### config.mk
export PLATFORM = sky130hd
export DESIGN_NAME = rv_mul_iter
export DESIGN_NICKNAME = d
export VERILOG_FILES = /design/src/rtl/rv_mul_iter.sv
export SDC_FILE = /design/constraint.sdc
export NUM_CORES = 2
export LEC_CHECK = 0
export BUFFER_PORTS_ARGS = -buffer_cell sky130_fd_sc_hd__buf_2
export CAP_MARGIN = 30
export CORE_UTILIZATION = 35
export CTS_BUF_LIST = sky130_fd_sc_hd__clkbuf_4 sky130_fd_sc_hd__clkbuf_8
export CTS_CLUSTER_SIZE = 20
export DETAILED_ROUTE_END_ITERATION = 10
export REMOVE_ABC_BUFFERS = 1
export SETUP_SLACK_MARGIN = 0.2
export SYNTH_ARGS = -nofsm -noshare
export SYNTH_HDL_FRONTEND = slang
export SYNTH_SLANG_ARGS = --single-unit
### constraint.sdc
create_clock -name clk -period 15 [get_ports clk]
set_input_delay 1.5 -clock clk [delete_from_list [all_inputs] [get_ports clk]]
set_output_delay 1.5 -clock clk [all_outputs]
set_load 0.05 [all_outputs]
### src/rtl/rv_mul_iter.sv
// rv_mul_iter: iterative radix-2 shift-add multiplier for the RV64M multiply
// group (MUL, MULH, MULHSU, MULHU, MULW). Signs are stripped at accept time,
// an unsigned core retires one multiplier bit per clock, and the sign is
// re-applied in a final FIX cycle. Sits beside the sequential divider in EX.
//
// Ports
//   clk     in   clock, rising edge
//   reset   in   asynchronous, active-high
//   start   in   request; accepted only in IDLE or DONE
//   flush   in   synchronous abort, wins over start
//   op      in   00 MUL, 01 MULH, 10 MULHSU, 11 MULHU (funct3[1:0])
//   op_w    in   1 = MULW (op ignored)
//   rs1     in   multiplicand
//   rs2     in   multiplier
//   busy    out  high in CALC and FIX
//   valid   out  one-cycle result strobe (DONE)
//   result  out  product slice, held until the next completed operation
module rv_mul_iter #(
    parameter int XLEN = 64
) (
    input  logic            clk,
    input  logic            reset,
    input  logic            start,
    input  logic            flush,
    input  logic [1:0]      op,
    input  logic            op_w,
    input  logic [XLEN-1:0] rs1,
    input  logic [XLEN-1:0] rs2,
    output logic            busy,
    output logic            valid,
    output logic [XLEN-1:0] result
);

    localparam int AW = 2 * XLEN;
    localparam int CW = $clog2(XLEN) + 1;

    localparam logic [1:0] S_IDLE = 2'd0;
    localparam logic [1:0] S_CALC = 2'd1;
    localparam logic [1:0] S_FIX  = 2'd2;
    localparam logic [1:0] S_DONE = 2'd3;

    logic [1:0]      state_q,  state_d;
    logic [CW-1:0]   count_q,  count_d;
    logic [CW-1:0]   last_q,   last_d;
    logic [AW-1:0]   acc_q,    acc_d;
    logic [AW-1:0]   mcand_q,  mcand_d;
    logic [XLEN-1:0] mplier_q, mplier_d;
    logic            neg_q,    neg_d;
    logic [1:0]      op_q,     op_d;
    logic            opw_q,    opw_d;
    logic [XLEN-1:0] result_q, result_d;

    logic            accept;
    logic            a_signed, b_signed;
    logic [XLEN-1:0] a_src, b_src;
    logic [AW-1:0]   acc_sum;
    logic [AW-1:0]   prod;

    // Magnitude of a possibly-signed operand; the most negative value maps
    // onto itself, which is the correct unsigned magnitude 2^(XLEN-1).
    function automatic logic [XLEN-1:0] magnitude(input logic [XLEN-1:0] x,
                                                  input logic is_signed);
        return (is_signed && x[XLEN-1]) ? -x : x;
    endfunction

    function automatic logic [XLEN-1:0] select_slice(input logic [AW-1:0] p,
                                                     input logic [1:0] o,
                                                     input logic w);
        if (w)
            return {{(XLEN-32){p[31]}}, p[31:0]};
        else if (o == 2'b00)
            return p[XLEN-1:0];
        else
            return p[AW-1:XLEN];
    endfunction

    assign accept   = start && !flush && (state_q == S_IDLE || state_q == S_DONE);
    assign a_signed = !op_w && (op == 2'b01 || op == 2'b10);
    assign b_signed = !op_w && (op == 2'b01);
    assign a_src    = op_w ? {{(XLEN-32){1'b0}}, rs1[31:0]} : rs1;
    assign b_src    = op_w ? {{(XLEN-32){1'b0}}, rs2[31:0]} : rs2;

    // The partial product of the current multiplier LSB is folded in here,
    // so the FIX edge also retires the final (N-1)th bit before negation.
    assign acc_sum  = acc_q + (mplier_q[0] ? mcand_q : '0);
    assign prod     = neg_q ? -acc_sum : acc_sum;

    always_comb begin
        state_d  = state_q;
        count_d  = count_q;
        last_d   = last_q;
        acc_d    = acc_q;
        mcand_d  = mcand_q;
        mplier_d = mplier_q;
        neg_d    = neg_q;
        op_d     = op_q;
        opw_d    = opw_q;
        result_d = result_q;

        if (flush) begin
            state_d = S_IDLE;
        end else begin
            case (state_q)
                S_IDLE, S_DONE: begin
                    if (accept) begin
                        state_d  = S_CALC;
                        count_d  = '0;
                        last_d   = op_w ? CW'(31) : CW'(XLEN - 1);
                        acc_d    = '0;
                        mcand_d  = {{XLEN{1'b0}}, magnitude(a_src, a_signed)};
                        mplier_d = magnitude(b_src, b_signed);
                        neg_d    = (a_signed && rs1[XLEN-1]) ^ (b_signed && rs2[XLEN-1]);
                        op_d     = op;
                        opw_d    = op_w;
                    end else begin
                        state_d = S_IDLE;
                    end
                end
                S_CALC: begin
                    acc_d    = acc_sum;
                    mcand_d  = mcand_q << 1;
                    mplier_d = mplier_q >> 1;
                    count_d  = count_q + CW'(1);
                    if (count_q + CW'(1) == last_q)
                        state_d = S_FIX;
                end
                S_FIX: begin
                    result_d = select_slice(prod, op_q, opw_q);
                    state_d  = S_DONE;
                end
                default: state_d = S_IDLE;
            endcase
        end
    end

    always_ff @(posedge clk or posedge reset) begin
        if (reset) begin
            state_q  <= S_IDLE;
            count_q  <= '0;
            last_q   <= '0;
            acc_q    <= '0;
            mcand_q  <= '0;
            mplier_q <= '0;
            neg_q    <= 1'b0;
            op_q     <= '0;
            opw_q    <= 1'b0;
            result_q <= '0;
        end else begin
            state_q  <= state_d;
            count_q  <= count_d;
            last_q   <= last_d;
            acc_q    <= acc_d;
            mcand_q  <= mcand_d;
            mplier_q <= mplier_d;
            neg_q    <= neg_d;
            op_q     <= op_d;
            opw_q    <= opw_d;
            result_q <= result_d;
        end
    end

    assign busy   = (state_q == S_CALC) || (state_q == S_FIX);
    assign valid  = (state_q == S_DONE);
    assign result = result_q;

endmodule
# ---- Word level (Yosys, flattened, before mapping)
# Index checks and enable logic that the tools add are counted.
dict set report totals {
  reg_bits 404
  inputBits 135
  out_inout_bits 66
}
dict set report classes {
  mux 21
  bitwise_logic 2
  n_eq_ne 8
  n_addsub 5
  n_reduce_logical 20
}
# cell count
set op_table {}
lappend op_table {{two-way mux 128 bit} 4}
lappend op_table {{case mux 128 bit (2 select lines)} 2}
lappend op_table {{two-way mux 64 bit} 7}
lappend op_table {{adder 128 bit} 1}
lappend op_table {{negator 128 bit} 1}
lappend op_table {{negator 64 bit} 2}
lappend op_table {{case mux 64 bit (2 select lines)} 1}
lappend op_table {{case mux 7 bit (2 select lines)} 1}
lappend op_table {{logical AND 1 bit} 8}
lappend op_table {{adder 7 x 1 -> 7 bit (second input constant)} 1}
lappend op_table {{== test 7 bit} 1}
lappend op_table {{two-way mux 7 bit} 1}
lappend op_table {{== test 2 bit (second input constant)} 3}
lappend op_table {{two-way mux 6 bit} 1}
lappend op_table {{case mux 2 bit (3 select lines)} 1}
lappend op_table {{AND reduction 3 bit} 2}
lappend op_table {{== test 2 x 1 -> 1 bit (second input constant)} 2}
lappend op_table {{zero test 2 bit} 2}
lappend op_table {{two-way mux 2 bit} 2}
lappend op_table {{logical OR 1 bit} 3}
lappend op_table {{!= test 3 bit (second input constant)} 1}
lappend op_table {{zero test 1 bit} 2}
lappend op_table {{!= test 2 bit (second input constant)} 1}
lappend op_table {{AND reduction 2 bit} 1}
lappend op_table {{other kinds (5)} 5}

# ---- Depth between registers and ports, before layout
dict set report logic_depth {
  word_depth 7
  mapped_depth 24
  depth_no_buf 20
}

# ---- Least setup slack after synthesis
# No wires, ideal clock.
dict set report synth_path {
  path_kind {reg-to-reg}
  start {register mplier_q[0]}
  end {register result_q[34], in the netlist result[34]}
  n_path_buf 3
  setup_ns 0.121
  arrival_ns 5.751
  stages_incl_launch_ff 23
  slack_ns 9.128
  required_time_ns 14.879
  path_cell_list {dfrtp_1 -> clkbuf_1 -> clkbuf_1 -> and2_1 -> ha_1 -> inv_1 -> fa_1 -> nand2b_1 -> a21boi_4 -> o2111ai_2 -> a211o_1 -> and4_4 -> or4_4 -> nor4_4 -> and3_1 -> nand2_1 -> or4_1 -> buf_2 -> or4b_2 -> nor2_1 -> mux2i_1 -> o221ai_1 -> a22o_1}
}
dict set report synth_between {
  elab_chain_cells 6
}
# item line
set synth_rtl {}
lappend synth_rtl {{start, declared} 47} ;# logic [XLEN-1:0] mplier_q, mplier_d;
lappend synth_rtl {{start signal, assigned} 154} ;# mplier_q <= mplier_d;
lappend synth_rtl {{two-way mux 128 bit *} 85} ;# assign acc_sum = acc_q + (mplier_q[0] ? mcand_q : '0);
lappend synth_rtl {{adder 128 bit *} 85}
lappend synth_rtl {{negator 128 bit} 86} ;# assign prod = neg_q ? -acc_sum : acc_sum;
lappend synth_rtl {{two-way mux 128 bit *} 86}
lappend synth_rtl {{two-way mux 64 bit} 71} ;# else if (o == 2'b00)
lappend synth_rtl {{two-way mux 64 bit *} 69} ;# if (w)
lappend synth_rtl {{end signal, assigned} 158} ;# result_q <= result_d;
lappend synth_rtl {{end, declared} 51} ;# logic [XLEN-1:0] result_q, result_d;
# Every way passes the cells marked *; elsewhere a longest branch is shown, timed or not.
# A chain may end at the register's enable or synchronous reset.

# ---- Worst setup path in the final report
dict set report layout_path {
  start {register mplier_q[0]}
  end {register result_q[48], in the netlist result[48]}
}
# Same word-level chain as after synthesis.

==> run metrics <==
status=complete, no violations; initial antenna violation count=9; Clock Sink Count=399; Mapped Avg Cell Area=7.47 um2; Die Y=320 um; non-filler instance count after layout=6,185; post_cts resized=0; Post-synth top flop=dfrtp_1; # setup viols final=0; Ports=201; worst r2r src=mplier_q[0]; Post-route DRC=0; crit path to=result[48]; Clock Skew=75.6 ps; Final Hold Fails=0; die area=0.102 mm2; first-pass GRT wire length=232,000 um; vias in the first global route=35,300; initial core utilization=35.3%; flops & latches, synth=399; DR pass1 iterations=6; Pleak=0.0168 uW; port bufs=200; Worst-Skew Late Latency=790 ps; Routed Antenna Nets=0; clock root buffer=clkbuf_8; CP Max Fanout=90; Yosys top cell area share=28.3%; fin. max-slew vios=0; drt via density=6.12; CTS buffer count=77; post-synthesis sequential area ratio=28.3%; peak supply drop=0.194 mV; GPL Wtd Cong=1.06; Slew @ Worst Pin=1150 ps; row count=116; Worst R2R End=result[48]; final HPWL from detailed placement=123,000 um; area added between synthesis and finish=12.0%; top cell type by total area after synthesis=dfrtp_1; mapped cell area=0.0353 mm2; CTS tree=yes; DR iter-0 viols=3,917; Setup Fix Bufs, Post-CTS=0; post-layout min period=8560 ps; Hold Slack=475 ps; Gate Count Post-Synth=4,731; CP endpoint kind=flop; worst rel slew slack=22.0%; FFs w/ async S/R, synth=100%; Yosys cell types=108; Nets=5,090; Post-synth EDFFs=0; Core ar.=0.100 mm2; largest net degree at the start of global routing=162; top post-synthesis cells by area=dfrtp_1 28%, nand2_1 7.0%, o21ai_0 6.3%; unrepaired setup endpoints after global routing=no; r2r setup slk=6440 ps; share of layout cells above drive strength 1=11.2%; Setup CP Type=flop to flop; CP startpoint=mplier_q[0]; final WL=157,000 um; final worst path period share=57.1%; maxcap violations=0; HP Class=flop to flop; CTS max path bufs=3; CTS Hold Bufs=0; Peak Freq=117 MHz; Power Dens Cells=149 mW/mm2; cell total after placement=6,037; Worst EP required=15,630 ps; startpoint types=flop; drt wl/cell=25.4 um; CTS clk-pin slew, worst paths=80 ps; htree depth=3; Die W=320 um; GRT Total Usage=30.0%; GRT overflow=0; vias=37,800; Worst EP arrival=9190 ps; Ys Warns=0; reg2reg path depth=18
where the power goes:
part	switching, uW	internal [uW]	total, uW
logic	2130	857	2990
clock network	553	765	1320
registers	241	1360	1600
registers in the layout, summed over array words and instances, names as in the netlist, 2 cells and up:
signal    cells
acc_q       128
mcand_q     128
mplier_q     64
result       64
count_q       7
last_q        2
op_q          2
state_q       2
layer usage:
metal	share of wire (%)	wire [um]	global-route usage, %
met5	0.0083	13	0
met4	5.1	7970	14.5
met1	43	68200	40.7
met3	7.4	11600	4.43
met2	44	69200	46.5
cell families after synthesis:
family          Yosys count  share of synthesized area (%)
simple gates           2026                           27.5
compound gates         1540                           28.2
flops                   399                           28.3
buf+inv                 345                           3.85
xor+xnor                245                           6.08
fa+ha+maj               137                           4.87
mux                      39                           1.15
per-stage QoR:
| step | util [%] | setup TNS [ps] | total power (uW) | cell area, um2 | setup WS [ps] |
|---|---|---|---|---|---|
| finish | 39.6 | 0 | 5910 | 39600 | 6440 |
| global route | 39.5 | 0 | 6230 | 39500 | 6440 |
| CTS | 39.5 | 0 | 5880 | 39500 | 6680 |
| detailed placement | 37.7 | 0 | 4550 | 37700 | 6720 |
| global placement | 37.6 | 0 | 4510 | 37600 | 6410 |
| floorplan | - | -44970 | 3580 | 34200 | -439 |
cells in the mapped netlist, drive strengths merged, types with 93 or more instances:
library cell / n
dfrtp: 399
nand2: 657
xor2: 108
nor2: 513
a21oi: 408
nor3: 105
a22o: 93
ha: 136
o21ai: 457
xnor2: 137
and2: 166
nand4: 93
clkbuf: 234
nand3: 147
critical path, stage by stage, from the launching register on:
cell and delay, ps:
dfrtp_2 390, buf_4 240, buf_16 280, and2_1 230, ha_1 650, nand4_1 440, or3_1 560, or4_1 570
a2111o_1 620, and2_1 310, xnor2_1 360, nor4b_1 930, nand3_1 290, or4_1 730, or4_1 830, nor4_1 400
mux2_2 370, nand2_1 60, a21oi_1 80
cell usage in the layout, fill, tap and decap left out, types with 52 or more instances in the layout:
cell type,n
nand4_1,92
a221oi_1,72
nor2_1,511
nor4_1,52
ha_1,135
a21oi_1,405
o21ai_0,444
clkbuf_8,93
a21o_1,69
xor2_1,108
or3_1,66
buf_2,203
xnor2_1,137
buf_4,95
nand2_1,657
nor3_1,104
and2_1,162
o211ai_1,54
dfrtp_1,397
o31ai_1,59
a22o_1,93
nand3_1,147
cell type report:
cell class | instances | area, um2
fillers | 10500 | 60400
multi-input cells | 3987 | 24100
flip-flops and latches | 399 | 9990
repair buffers | 302 | 1820
well taps | 1298 | 1620
clock buffers | 116 | 1450
clock inverters | 26 | 387
inverters | 51 | 199
diodes | 6 | 15.0
worst min-delay path by stage:
| stage | from | to | slack [ps] | depth (start not counted) |
|---|---|---|---|---|
| final | mplier_q[30] | mplier_q[30] | 480 | 2 |
| after global routing | result[29] | result[29] | 500 | 2 |
| after CTS | result[7] | result[7] | 480 | 1 |
| after detailed placement | result[7] | result[7] | 460 | 1 |
| after global placement | result[21] | result[21] | 460 | 2 |
| after floorplan | mcand_q[127] | mcand_q[127] | 440 | 2 |
Note: power is estimated with default switching activity, not from simulation.
